===== src/rtl/mmc_spi_pkg.sv =====
// Shared types and constants for the MMC/SD SPI master.
// Holds the FSM state encoding and the CRC7 (x^7+x^3+1) step used when MMC_SPI_CRC7_EN is defined.
package mmc_spi_pkg;

  typedef enum logic [2:0] {
    IDLE,
    SETUP,
    SHIFT,
    DONE,
    TRAIL
  } state_t;

  localparam logic [6:0] CRC7_POLY = 7'h09;

  // One serial step of the card CRC7, MSB-first, as the card computes it on command bytes.
  function automatic logic [6:0] crc7_step(input logic [6:0] crc, input logic bit_in);
    logic fb;
    fb = crc[6] ^ bit_in;
    return {crc[5:0], 1'b0} ^ (fb ? CRC7_POLY : 7'h00);
  endfunction

endpackage


===== src/rtl/mmc_spi_clkgen.sv =====
// Half-period divider for the SPI master: while enabled, emits alternating leading/trailing
// edge strobes every div+1 clk cycles, starting with a leading strobe.
module mmc_spi_clkgen #(
  parameter int DIV_W = 8
) (
  input  logic             clk,
  input  logic             reset,
  input  logic             en,
  input  logic [DIV_W-1:0] div,
  output logic             lead,
  output logic             trail
);

  logic [DIV_W-1:0] cnt;
  logic             phase;
  logic             tick;

  assign tick  = en && (cnt == div);
  assign lead  = tick && !phase;
  assign trail = tick && phase;

  // Dropping en restarts the divider so every SHIFT burst begins with a full half-period.
  always_ff @(posedge clk) begin
    if (reset || !en) begin
      cnt   <= '0;
      phase <= 1'b0;
    end else if (tick) begin
      cnt   <= '0;
      phase <= ~phase;
    end else begin
      cnt <= cnt + 1'b1;
    end
  end

endmodule


===== src/rtl/mmc_spi_master.sv =====
// SPI master for MMC/SD cards with configurable word width, chip selects, divider and mode.
// Optional CRC7 over transmitted bits is built when MMC_SPI_CRC7_EN is defined.
module mmc_spi_master
  import mmc_spi_pkg::*;
#(
  parameter int DATA_W = 8,
  parameter int CS_N   = 1,
  parameter int DIV_W  = 8
) (
  input  logic              clk,
  input  logic              reset,
  input  logic [DIV_W-1:0]  div,
  input  logic              cpol,
  input  logic              cpha,
  input  logic [CS_N-1:0]   cs_mask,
  input  logic              cs_hold,
  input  logic              start,
  input  logic [DATA_W-1:0] tx_data,
  output logic              busy,
  output logic              done,
  output logic [DATA_W-1:0] rx_data,
  output logic [CS_N-1:0]   mmc_cs_n,
  output logic              mmc_sclk,
  output logic              mmc_di,
  input  logic              mmc_do
`ifdef MMC_SPI_CRC7_EN
  ,
  input  logic              crc_clr,
  output logic [6:0]        crc7
`endif
);

  localparam int BW = (DATA_W > 2) ? $clog2(DATA_W) : 1;
  localparam logic [BW-1:0] LAST_BIT = BW'(DATA_W - 1);

  state_t            state;
  logic [DIV_W-1:0]  div_l;
  logic              cpol_l;
  logic              cpha_l;
  logic [CS_N-1:0]   mask_l;
  logic              hold_l;
  logic              cs_held;
  logic [CS_N-1:0]   held_mask;
  logic [DATA_W-1:0] tx_sr;
  logic [DATA_W-1:0] rx_sr;
  logic [DATA_W-1:0] rx_next;
  logic [BW-1:0]     bit_cnt;
  logic [DIV_W-1:0]  wait_cnt;
  logic              lead;
  logic              trail;
  logic              sample;
  logic              shift_out;

  mmc_spi_clkgen #(
    .DIV_W (DIV_W)
  ) u_clkgen (
    .clk   (clk),
    .reset (reset),
    .en    (state == SHIFT),
    .div   (div_l),
    .lead  (lead),
    .trail (trail)
  );

  assign sample    = cpha_l ? trail : lead;
  assign shift_out = cpha_l ? lead : trail;
  assign rx_next   = {rx_sr[DATA_W-2:0], mmc_do};

  always_ff @(posedge clk) begin
    if (reset) begin
      state     <= IDLE;
      busy      <= 1'b0;
      done      <= 1'b0;
      rx_data   <= '0;
      mmc_cs_n  <= '1;
      mmc_sclk  <= 1'b0;
      mmc_di    <= 1'b1;
      div_l     <= '0;
      cpol_l    <= 1'b0;
      cpha_l    <= 1'b0;
      mask_l    <= '0;
      hold_l    <= 1'b0;
      cs_held   <= 1'b0;
      held_mask <= '0;
      tx_sr     <= '0;
      rx_sr     <= '0;
      bit_cnt   <= '0;
      wait_cnt  <= '0;
    end else begin
      done <= 1'b0;
      case (state)
        IDLE: begin
          mmc_sclk <= cpol_l;
          if (start) begin
            div_l    <= div;
            cpol_l   <= cpol;
            cpha_l   <= cpha;
            mask_l   <= cs_mask;
            hold_l   <= cs_hold;
            tx_sr    <= tx_data;
            rx_sr    <= '0;
            bit_cnt  <= '0;
            wait_cnt <= '0;
            busy     <= 1'b1;
            cs_held  <= 1'b0;
            mmc_sclk <= cpol;
            // Mode-0/2 cards sample on the very first edge, so the MSB must already be on the line.
            mmc_di   <= cpha ? 1'b1 : tx_data[DATA_W-1];
            if (cs_held && (cs_mask == held_mask)) begin
              state <= SHIFT;
            end else begin
              mmc_cs_n <= ~cs_mask;
              state    <= SETUP;
            end
          end
        end

        SETUP: begin
          if (wait_cnt == div_l) begin
            wait_cnt <= '0;
            state    <= SHIFT;
          end else begin
            wait_cnt <= wait_cnt + 1'b1;
          end
        end

        SHIFT: begin
          if (lead || trail) mmc_sclk <= ~mmc_sclk;
          if (sample) rx_sr <= rx_next;
          if (shift_out) begin
            mmc_di <= cpha_l ? tx_sr[DATA_W-1] : tx_sr[DATA_W-2];
            tx_sr  <= {tx_sr[DATA_W-2:0], 1'b0};
          end
          // Every bit ends on a trailing edge; in mode 1/3 the final sample lands on that same edge.
          if (trail) begin
            bit_cnt <= bit_cnt + 1'b1;
            if (bit_cnt == LAST_BIT) begin
              rx_data <= cpha_l ? rx_next : rx_sr;
              done    <= 1'b1;
              state   <= DONE;
            end
          end
        end

        DONE: begin
          mmc_di   <= 1'b1;
          wait_cnt <= '0;
          if (hold_l) begin
            cs_held   <= 1'b1;
            held_mask <= mask_l;
            busy      <= 1'b0;
            state     <= IDLE;
          end else begin
            state <= TRAIL;
          end
        end

        TRAIL: begin
          if (wait_cnt == div_l) begin
            wait_cnt <= '0;
            mmc_cs_n <= '1;
            busy     <= 1'b0;
            state    <= IDLE;
          end else begin
            wait_cnt <= wait_cnt + 1'b1;
          end
        end

        default: state <= IDLE;
      endcase
    end
  end

`ifdef MMC_SPI_CRC7_EN
  // The bit on mmc_di at the sampling edge is the one the card actually receives.
  always_ff @(posedge clk) begin
    if (reset) begin
      crc7 <= '0;
    end else if (!busy && crc_clr) begin
      crc7 <= '0;
    end else if ((state == SHIFT) && sample) begin
      crc7 <= crc7_step(crc7, mmc_di);
    end
  end
`endif

endmodule


===== config.mk =====
export PLATFORM = sky130hd
export DESIGN_NAME = mmc_spi_master
export DESIGN_NICKNAME = d
export VERILOG_FILES = /design/src/rtl/mmc_spi_pkg.sv /design/src/rtl/mmc_spi_clkgen.sv /design/src/rtl/mmc_spi_master.sv
export SDC_FILE = /design/constraint.sdc
export NUM_CORES = 1
export LEC_CHECK = 0
export CAP_MARGIN = 20
export CORE_AREA = 2 2 78 80
export CTS_BUF_LIST = sky130_fd_sc_hd__clkbuf_4 sky130_fd_sc_hd__clkbuf_8
export CTS_CLUSTER_DIAMETER = 150
export CTS_CLUSTER_SIZE = 10
export DETAILED_ROUTE_END_ITERATION = 10
export DIE_AREA = 0 0 80 82
export PLACE_DENSITY = 0.83
export SLEW_MARGIN = 10
export SYNTH_ARGS = -nofsm -noshare
export SYNTH_HDL_FRONTEND = slang
export SYNTH_SLANG_ARGS = --single-unit

===== constraint.sdc =====
create_clock -name clk -period 5.4 [get_ports clk]
set_input_delay 1.08 -clock clk [delete_from_list [all_inputs] [get_ports clk]]
set_output_delay 1.08 -clock clk [all_outputs]
set_load 0.02 [all_outputs]

==> impl_metrics.py <==
metrics = {
    "synth": {
        "synth_cell_types": 55,
        "ys_ff_latch": 66,
        "synth_top_family_by_area": "simple AND/OR/NAND/NOR gates",
        "synth-xor-area-share_pct": 8.65,
        "synthCells": 371,
        "synth-adder-area-share_pct": 1.50,
        "syn_nets": 399,
        "synth_top_area_share_pct": 39.6,
        "synth_compound_area_share_pct": 13.9,
        "yosys_warnings": 0,
        "synth_area_leaders": "dfxtp_1 (40%), xor2_1 (5.8%), a21oi_1 (4.2%)",
        "syn_area_per_cell_sq_um": 9.00,
        "synth_area_sq_mm": 0.00334,
        "ys_seq_area_share_pct": 39.6,
        "muxShareOfSynthArea_pct": 6.29,
        "synth_area_leader_cell": "dfxtp_1",
        "synth-simple-area-share_pct": 25.0,
    },
    "placed_design": {
        "io_buffer_count": 36,
        "dp_hpwl_mm": 4.84,
        "placedCellCount": 461,
        "pre_cts_ws_ns": 2.44,
        "place_congestion": 0.906,
    },
    "timing": {
        "fin_skew_ns": 0.00515,
        "finalCriticalPeriod_ns": 2.67,
        "fmax_mhz": 374,
        "fin_setup_tns_ns": 0,
        "finalSetupViolCount": 0,
        "fin_hold_ws_ns": 0.465,
        "worstMarginPinSlew_ns": 0.883,
        "max-slew-margin-rel_pct": 41.0,
        "drv_slew": 0,
        "setup_ws_ns": 2.73,
        "fin_crit_sh_pct": 49.5,
        "rsz0062_at_grt": "false",
        "final_hold_viol_count": 0,
    },
    "clocking": {
        "htreeDepth": 3,
        "cts_setup_buffers": 0,
        "cts_sinks": 66,
        "cts-resized-gates": 0,
        "hold_buffers": 0,
        "cts_buffer_depth": 2,
        "cts_tree": "done",
        "clockRootBuffer": "clkbuf_8",
        "clk_latency_ns": 0.35,
        "cts_made_buffers": 9,
        "cts.clk_slew.worst_paths_ns": 0.07,
    },
    "worst_hold_path": {
        "hold_end": "cpol_l",
        "holdCritStartpoint": "cpol_l",
        "holdPathStages": 2,
        "hp-class": "reg -> reg",
    },
    "floorplan": {
        "dieArea_sq_mm": 0.00656,
        "initial_core_util_pct": 58.1,
        "row_count": 28,
        "die_h_microns": 82,
        "die_w_microns": 80,
        "core-area_sq_mm": 0.00575,
        "io_pins": 37,
    },
    "global_route": {
        "grt_pass1_vias": 2500,
        "overflow": 0,
        "grt_usage_pct": 23.6,
        "grt_antenna_before_repair": 0,
        "grt_first_pass_wirelength_mm": 11.9,
        "grt_max_degree": 40,
    },
    "pwr": {
        "power_density_mw_per_mm2": 412,
        "vdd_drop_max_v": 0.000282,
        "leakagePower_nw": 1.41,
    },
    "routing": {
        "drt_pass1_iterations": 4,
        "via_per_inst": 5.64,
        "route.detailed.drc": 0,
        "vias": 2690,
        "antenna_left": 0,
        "routed_wl_mm": 7.03,
        "drt-initial-drc-count": 147,
        "wl_per_cell_microns": 14.7,
    },
    "critical_path": {
        "end_kind": "flop",
        "cp.arrival_ns": 2.90,
        "critPathKind": "reg -> reg",
        "regToRegEndpoint": "rx_data[1]",
        "rr_worst_depth": 6,
        "critPathMaxFanout": 17,
        "startpoint_type": "flop",
        "reg2reg_slack_ns": 2.73,
        "r2r_start": "state[1]",
        "worst_ep_required_time_ns": 5.63,
    },
    "outcome": {
        "outcome": "completed",
    },
    "final_layout": {
        "layout.cells.non_filler": 477,
        "finish.utilization_pct": 67.6,
        "area_growth_syn_to_layout_pct": 16.2,
        "final_cell_mix": "dfxtp_1 (66), nand2_1 (36), clkdlybuf4s50_1 (36)",
        "final_common_cell": "dfxtp_1",
        "fillerInstances": 469,
        "nNetsFinal": 425,
        "num_antenna_cells": 0,
        "drive_above_1_share_pct": 11.7,
    },
    "run": {
        "drv_cap": 0,
    },
}
flip-flops by register name (all words and copies together) (netlist names):
register and flops:
held_mask 1, hold_l 1, u_clkgen.phase 1, mmc_di 1, state 3, busy 1
div_l 8, cpha_l 1, tx_sr 8, mmc_sclk 1, u_clkgen.cnt 8, mask_l 1
cpol_l 1, bit_cnt 3, rx_data 8, rx_sr 8, done 1, cs_held 1
wait_cnt 8, mmc_cs_n 1
power by group:
group / switching, mW / internal (mW)
Combinational: 0.348 / 0.234
Sequential: 0.0883 / 0.547
Clock: 0.187 / 0.196
Total: 0.623 / 0.977
layer usage:
metal	track usage [%]	vias to the layer above	part of all wire, %
li1	-	1359	-
met1	31.1	1250	45
met2	36.4	66	49
met3	6.37	15	4.5
met4	10.2	0	2.0
met5	0	-	0
logic make-up after synthesis:
logic type / Yosys count
xor gates and xnor gates: 33
AOI/OAI and AO/OA: 63
adders and majority gates: 4
and+or+nand+nor: 148
muxes: 20
DFF: 66
buffers and inverters: 37
worst max-delay path by stage:
stage | slack (ns) | startpoint | endpoint
global placement | 2.53 | reset | wait_cnt[6]
floorplan | 3.29 | start | wait_cnt[6]
CTS | 2.76 | state[1] | rx_data[1]
finish | 2.73 | state[1] | rx_data[1]
global route | 2.56 | state[1] | rx_data[5]
detailed placement | 2.44 | reset | wait_cnt[0]
cells in the mapped netlist, drive strengths merged:
cell and count:
o21ai 7, dfxtp 66, o311a 1, nand3 24, inv 13, xnor2 11, nor2 32, nor3b 2
o21bai 1, nor2b 1, ha 4, a21boi 1, a21oi 28, a22o 1, nand4 10, a221oi 9
a21o 1, or2 2, xor2 22, nor4 4, or3b 2, a31oi 1, o31ai 2, or4b 1
a22oi 2, nand2 36, buf 11, and2 8, and4 1, mux2i 12, o211ai 1, or3 2
a311oi 8, or4 1, mux2 8, and3 3, nor3 15, clkbuf 13, nand2b 4
per-stage QoR:
step	instance area, sq um	total power [mW]
2_1_floorplan	3340	1.10
3_3_place_gp	3700	1.21
3_5_place_dp	3700	1.22
4_1_cts	3880	1.61
5_1_grt	3880	1.70
6_report	3880	1.60
worst max-delay path: stages, from the launching register on:
cell	delay, ns
dfxtp_1	0.61
nor3b_4	0.78
nand2b_4	0.16
nor4_2	0.46
buf_4	0.27
mux2i_1	0.21
nor2_1	0.06
cell type report:
type | instances | area, sq um | share of cell area [%]
flip-flops and latches | 66 | 1320 | 34.0
repair buffers | 39 | 383 | 9.86
inverters | 13 | 48.8 | 1.26
clock buffers | 12 | 159 | 4.09
well taps | 75 | 93.8 | 2.42
multi-input cells | 268 | 1850 | 47.6
clock inverters | 4 | 26.3 | 0.677
No activity file was read; power rests on OpenSTA's default activity.
